### config.mk
export PLATFORM = sky130hd
export DESIGN_NAME = ace_xack_tracker
export DESIGN_NICKNAME = d
export VERILOG_FILES = /design/src/rtl/ace_xack_tracker.sv
export SDC_FILE = /design/constraint.sdc
export NUM_CORES = 1
export LEC_CHECK = 0
export ABC_AREA = 1
export CAP_MARGIN = 20
export CORE_MARGIN = 2
export CORE_UTILIZATION = 43
export CTS_CLUSTER_SIZE = 16
export DETAILED_ROUTE_END_ITERATION = 8
export GPL_TIMING_DRIVEN = 0
export PLACE_DENSITY = 0.77
export SYNTH_ARGS = -nofsm -noshare
export SYNTH_HDL_FRONTEND = slang
export SYNTH_SLANG_ARGS = --single-unit
### constraint.sdc
create_clock -name clk_i -period 2.6 [get_ports clk_i]
set_input_delay 0.52 -clock clk_i [delete_from_list [all_inputs] [get_ports clk_i]]
set_output_delay 0.52 -clock clk_i [all_outputs]
set_load 0.005 [all_outputs]
### src/rtl/ace_xack_tracker.sv
// ace_xack_tracker: counts delivered R bursts and B responses that still await
// RACK / WACK from an ACE master, and back-pressures each channel once its
// outstanding count reaches MaxRespTrans. All gating is combinational; no payload
// is stored.
//
// Optional feature: define ACE_XACK_TRACKER_ERR_EN to build the sticky
// ack_err_o register. Otherwise ack_err_o is tied to 0.
//
// Ports:
//   clk_i, rst_i                    clock, asynchronous active-high reset
//   up_r_valid_i, up_r_last_i       R valid / last beat from the responder
//   up_r_ready_o                    R ready to the responder
//   dn_r_valid_o, dn_r_ready_i      R handshake toward the ACE master
//   rack_i                          RACK from the ACE master
//   up_b_valid_i, up_b_ready_o      B handshake with the responder
//   dn_b_valid_o, dn_b_ready_i      B handshake toward the ACE master
//   wack_i                          WACK from the ACE master
//   r_pend_o, b_pend_o              registered outstanding counts
//   idle_o                          both counts are zero
//   ack_err_o                       sticky RACK/WACK-with-nothing-pending flag
module ace_xack_tracker #(
    parameter int unsigned MaxRespTrans = 8,
    localparam int unsigned CntW = $clog2(MaxRespTrans + 1)
) (
    input  logic            clk_i,
    input  logic            rst_i,
    input  logic            up_r_valid_i,
    input  logic            up_r_last_i,
    output logic            up_r_ready_o,
    output logic            dn_r_valid_o,
    input  logic            dn_r_ready_i,
    input  logic            rack_i,
    input  logic            up_b_valid_i,
    output logic            up_b_ready_o,
    output logic            dn_b_valid_o,
    input  logic            dn_b_ready_i,
    input  logic            wack_i,
    output logic [CntW-1:0] r_pend_o,
    output logic [CntW-1:0] b_pend_o,
    output logic            idle_o,
    output logic            ack_err_o
);

    localparam logic [CntW-1:0] CntMax = CntW'(MaxRespTrans);
    localparam logic [CntW-1:0] CntOne = CntW'(1);

    logic [CntW-1:0] r_pend_q, r_pend_d;
    logic [CntW-1:0] b_pend_q, b_pend_d;
    logic            r_full, b_full;
    logic            r_done, b_done;
    logic            r_ack, b_ack;

    // Channel gating: a full counter blocks both valid downstream and ready upstream.
    always_comb begin
        r_full       = (r_pend_q == CntMax);
        b_full       = (b_pend_q == CntMax);
        dn_r_valid_o = up_r_valid_i & ~r_full;
        up_r_ready_o = dn_r_ready_i & ~r_full;
        dn_b_valid_o = up_b_valid_i & ~b_full;
        up_b_ready_o = dn_b_ready_i & ~b_full;
    end

    // Completion and acknowledge events; acks with nothing pending are dropped.
    always_comb begin
        r_done = dn_r_valid_o & dn_r_ready_i & up_r_last_i;
        b_done = dn_b_valid_o & dn_b_ready_i;
        r_ack  = rack_i & (r_pend_q != '0);
        b_ack  = wack_i & (b_pend_q != '0);
    end

    // Next counts: done and ack in the same cycle cancel out.
    always_comb begin
        r_pend_d = r_pend_q;
        b_pend_d = b_pend_q;
        if (r_done && !r_ack) begin
            r_pend_d = r_pend_q + CntOne;
        end else if (!r_done && r_ack) begin
            r_pend_d = r_pend_q - CntOne;
        end
        if (b_done && !b_ack) begin
            b_pend_d = b_pend_q + CntOne;
        end else if (!b_done && b_ack) begin
            b_pend_d = b_pend_q - CntOne;
        end
    end

    // Outstanding-count registers.
    always_ff @(posedge clk_i or posedge rst_i) begin
        if (rst_i) begin
            r_pend_q <= '0;
            b_pend_q <= '0;
        end else begin
            r_pend_q <= r_pend_d;
            b_pend_q <= b_pend_d;
        end
    end

    assign r_pend_o = r_pend_q;
    assign b_pend_o = b_pend_q;
    assign idle_o   = (r_pend_q == '0) && (b_pend_q == '0);

`ifdef ACE_XACK_TRACKER_ERR_EN
    logic ack_viol;
    logic ack_err_q;

    // An xACK with a zero registered count is a violation, including one that
    // coincides with the first completion (xACK must trail the handshake).
    assign ack_viol = (rack_i && (r_pend_q == '0)) || (wack_i && (b_pend_q == '0));

    // Sticky until reset.
    always_ff @(posedge clk_i or posedge rst_i) begin
        if (rst_i) begin
            ack_err_q <= 1'b0;
        end else if (ack_viol) begin
            ack_err_q <= 1'b1;
        end
    end

    assign ack_err_o = ack_err_q;
`else
    assign ack_err_o = 1'b0;
`endif

endmodule

# Word-level counts from Yosys, hierarchy flattened
# Index checks and enable logic that the tools add are counted.
# classes
n_addsub,4
mul,0
div,0
order_cmp,0
eq_ne,2
shifts,0
n_mux,4
bitwise_logic,11
n_reduce_logical,15
# op_table
op,n
4-bit two-way mux,4
1-bit bitwise AND,9
"4-bit by 1-bit adder with 4-bit output, second input constant",2
"4-bit == test, second input constant",2
4-bit logical NOT,2
4-bit nonzero test,2
"4-bit by 1-bit subtractor with 4-bit output, second input constant",2
1-bit logical AND,5
1-bit logical NOT,4
2-bit nonzero test,2
1-bit NOT,2
# word_totals
reg_bits,8
latch_bits,0
ramBits,0
romBits,0
inputBits,9
output_inout_bits,14
wordCells,38
memories,0

# Logic depth before layout (Yosys ltp)
# logic_depth
ltp_word,9
ltp_mapped,13
mapped_depth_nobuf,13

# Worst setup path before layout
# Ideal clock, no wire load.
# synth_path
path_kind,register to register
startpoint,"register b_pend_q[0], in the netlist b_pend_o[0]"
endpoint,"register b_pend_q[3], in the netlist b_pend_o[3]"
setup_ns,0.117
arrival_ns,1.815
required_time_ns,2.483
setup_slack_ns,0.668
stages_incl_launch_ff,13
path_buffers,0
period_less_slack_ns,1.932
cell_sequence,dfrtp_1 -> nor2_1 -> nand2_1 -> nor2_1 -> nor3_1 -> ha_1 -> inv_1 -> ha_1 -> or2_0 -> nand2_1 -> nand2_1 -> nand3_1 -> nand2_1
# synth_between
elab_chain_len,7
elab_cells_between_ends,15
cone_classes,2 x add/sub; 1 x eq/ne; 2 x mux; 4 x bitwise; 6 x reduce/logical
# synth_rtl
element,line,text
from (decl),48,"logic [CntW-1:0] b_pend_q, b_pend_d;"
from (signal assigned),94,b_pend_q <= b_pend_d;
4-bit == test,56,b_full = (b_pend_q == CntMax);
1-bit NOT,59,dn_b_valid_o = up_b_valid_i & ~b_full;
1-bit bitwise AND,59,
1-bit bitwise AND,66,b_done = dn_b_valid_o & dn_b_ready_i;
1-bit logical NOT,82,end else if (!b_done && b_ack) begin
1-bit logical AND,82,
2-bit nonzero test (no source line),-,
# Several ways; a longest one is shown, not always the timed one. The select of a mux whose other input is x is not followed.
# A chain may end at the register's enable or synchronous reset.

# Final worst setup path
# layout_path
startpoint,input port up_b_valid_i
endpoint,"register b_pend_q[3], in the netlist b_pend_o[3]"
# layout_between
elab_chain_len,5
elab_cells_between_ends,7
cone_classes,1 x mux; 2 x bitwise; 4 x reduce/logical
# layout_rtl
element,line,text
from (decl),33,"input logic up_b_valid_i,"
1-bit bitwise AND *,59,
1-bit bitwise AND *,66,
1-bit logical NOT,82,
1-bit logical AND,82,
2-bit nonzero test (no source line),-,
# Every way passes the cells marked *; elsewhere a longest branch is shown, timed or not.

==> flow_summary.json <==
{
  "design.die.area_um2": 1860,
  "power.density_nw_per_um2": 1120,
  "fmax_mhz": 466,
  "area_growth_pct": 38.3,
  "viasPerCell": 4.65,
  "grt_pass1_wl_um": 2350,
  "p_clk_share_pct": 8.9,
  "p_seq_share_pct": 28.2,
  "finalCriticalPeriod_ns": 2.15,
  "rsz0062_at_grt": "false",
  "rows": 14,
  "tritoncts": "yes",
  "min-delay-path-class": "in -> async",
  "dp_slack_ns": 0.191,
  "syn_area_per_cell_um2": 6.94,
  "drive_above_1_share_pct": 5.04,
  "worst_skew_pair.late_latency_ns": 0.24,
  "cts-htree-levels": 1,
  "layout_setup_ws_ns": 0.454,
  "clock_sinks": 8,
  "globalplace.congestion": 0.760,
  "fill_cells": 148,
  "intPower_w": 0.000589,
  "io_buffers": 21,
  "drtAntennaViolNets": 0,
  "period_share_pct": 82.5,
  "grt_remaining_overflow": 0,
  "cts_buffers": 3,
  "critPathRequiredTime_ns": 2.73,
  "drt_iter0_drc": 11,
  "p_leak_nw": 0.462,
  "synth.distinct_cells": 17,
  "fin_skew_ns": 0.00270,
  "synth_nets": 112,
  "ys_ff_latch": 8,
  "end_kind": "flip-flop",
  "netlist_area_um2": 659,
  "synth-seq-area-share_pct": 30.4,
  "hold_viol_final": 0,
  "dieWidth_um": 43.2,
  "worstSetupPathType": "in -> reg",
  "first_pass_iters": 4,
  "yosys_warnings": 0,
  "postLayoutCoreUtil_pct": 62.0,
  "crit_fanout": 4,
  "clkSlewWorstSetupHoldPaths_ns": 0.05,
  "nNetsFinal": 138,
  "drt-total-wl_um": 1250,
  "cts_setup_buffers": 0,
  "vdd_drop_max_mv": 0.799,
  "r2r_slack_ns": 0.48,
  "setup_violations": 0,
  "reg2reg_from": "b_pend_o[0]$_DFFE_PP0P_",
  "cp-start-kind": "primary input",
  "cts_resized": 0,
  "coreArea_um2": 1470,
  "fin_tns_setup_ns": 0,
  "combPwrFrac_pct": 62.8,
  "p_sw_w": 0.000431,
  "postSynthCellCount": 95,
  "antenna_found_initial": 0,
  "num_io_pins": 23,
  "reg2reg_to": "b_pend_o[3]$_DFFE_PP0P_",
  "vias": 628,
  "slew_viol_final": 0,
  "postCtsHoldBufs": 0,
  "reg2reg_depth": 12,
  "wl_per_cell_um": 9.25,
  "start_util_pct": 44.8,
  "grt_max_degree": 9,
  "drv_cap": 0,
  "drc": 0,
  "cts-root-buf": "clkbuf_4",
  "hpwl_um": 1020,
  "crit_arrival_ns": 2.28,
  "die_y_um": 43.2,
  "antenna_cells": 0,
  "grt_pass1_vias": 581,
  "grt_usage_pct": 16.4,
  "outcome": "finished clean",
  "cts.path.max_buffers": 2,
  "p_sw_share_pct": 42.2
}
synth_stat cells, drive strengths merged:
| library cell | instances | share of area [%] |
|---|---|---|
| nand2 | 36 | 21 |
| inv | 13 | 7.4 |
| nor2 | 10 | 5.7 |
| dfrtp | 8 | 30 |
| ha | 6 | 11 |
| nand3 | 6 | 4.6 |
| xnor2 | 4 | 5.3 |
| a21oi | 2 | 1.5 |
| fa | 2 | 6.1 |
| o21ai | 2 | 1.5 |
| or2 | 2 | 1.9 |
| and2 | 1 | 0.95 |
| buf | 1 | 1.1 |
| conb | 1 | 0.57 |
| nor3 | 1 | 0.76 |
metrics by stage:
stage	cell area, um2	total power [W]	std cells	hold WS, ns
after CTS	912	0.00103	135	0.516
final	912	0.00102	135	0.513
after global placement	890	0.000908	132	0.549
after detailed placement	890	0.000934	132	0.554
after global routing	912	0.00115	135	0.540
after floorplan	659	0.000685	95	0.336
critical path, cell delays in order:
cell and delay [ns]:
clkdlybuf4s50_1 0.45, inv_1 0.05, nor3_1 0.19, ha_1 0.19
inv_1 0.10, ha_1 0.34, or2_0 0.21, nand2_1 0.06
nand2_1 0.04, nand3_1 0.07, nand2_1 0.05
per-layer routing:
metal	part of all wire [%]	global-route usage (%)	vias to the layer above
met1	46	22.2	266
met4	0	4.24	0
met3	8.9	5.53	0
li1	-	-	339
met2	45	25.1	23
met5	0	0	-
worst max path at each step:
stage | startpoint | end | slack, ns | cells after the start
finish | up_b_valid_i | b_pend_o[3]$_DFFE_PP0P_ | 0.45 | 11
global route | b_pend_o[0]$_DFFE_PP0P_ | b_pend_o[3]$_DFFE_PP0P_ | 0.15 | 12
CTS | up_b_valid_i | b_pend_o[3]$_DFFE_PP0P_ | 0.44 | 11
detailed placement | up_b_valid_i | b_pend_o[3]$_DFFE_PP0P_ | 0.19 | 11
global placement | up_b_valid_i | b_pend_o[3]$_DFFE_PP0P_ | 0.21 | 11
floorplan | b_pend_o[0]$_DFFE_PP0P_ | b_pend_o[3]$_DFFE_PP0P_ | 0.67 | 12
power groups by stage:
stage / registers (W) / logic (W) / clock network [W]
floorplan: 0.000283 / 0.000402 / 0
global placement: 0.000290 / 0.000617 / 0
detailed placement: 0.000291 / 0.000643 / 0
CTS: 0.000290 / 0.000646 / 0.0000943
global route: 0.000306 / 0.000746 / 0.0000988
finish: 0.000288 / 0.000641 / 0.0000912
logic make-up after synthesis:
logic type / Yosys count / synth area share [%]
DFF: 8 / 30.4
adders and majority gates: 8 / 17.5
AOI/OAI and AO/OA: 4 / 3.04
other: 1 / 0.569
and+or+nand+nor: 56 / 34.7
buffers and inverters: 14 / 8.54
xor gates and xnor gates: 4 / 5.31
cell usage in the layout, fill, tap and decap left out:
| cell type | netlist | routed |
|---|---|---|
| or2_0 | 2 | 2 |
| a21oi_1 | 2 | 2 |
| inv_2 | 1 | 1 |
| ha_1 | 6 | 6 |
| nand3_1 | 6 | 6 |
| nand2_1 | 35 | 35 |
| buf_4 | 1 | 1 |
| inv_1 | 12 | 12 |
| nand2_2 | 1 | 1 |
| xnor2_1 | 4 | 4 |
| clkbuf_4 | 0 | 3 |
| nor2_1 | 10 | 10 |
| dfrtp_1 | 8 | 8 |
| nor3_1 | 1 | 1 |
| clkdlybuf4s50_1 | 0 | 21 |
| o21ai_0 | 2 | 2 |
| conb_1 | 1 | 1 |
| fa_1 | 2 | 2 |
| and2_1 | 1 | 1 |
flip-flops by register name, indices dropped and copies added, names as in the netlist:
register  flops
b_pend_o      4
r_pend_o      4
cell type report:
class,instances,area (um2),area share [%]
repair buffers,21,210,23.0
multi-input cells,73,403,44.2
well taps,16,20.0,2.19
plain buffers,1,7.51,0.823
flip-flops and latches,8,200,21.9
inverters,13,48.8,5.35
clock buffers,3,22.5,2.47
(Power assumes the default switching activity.)
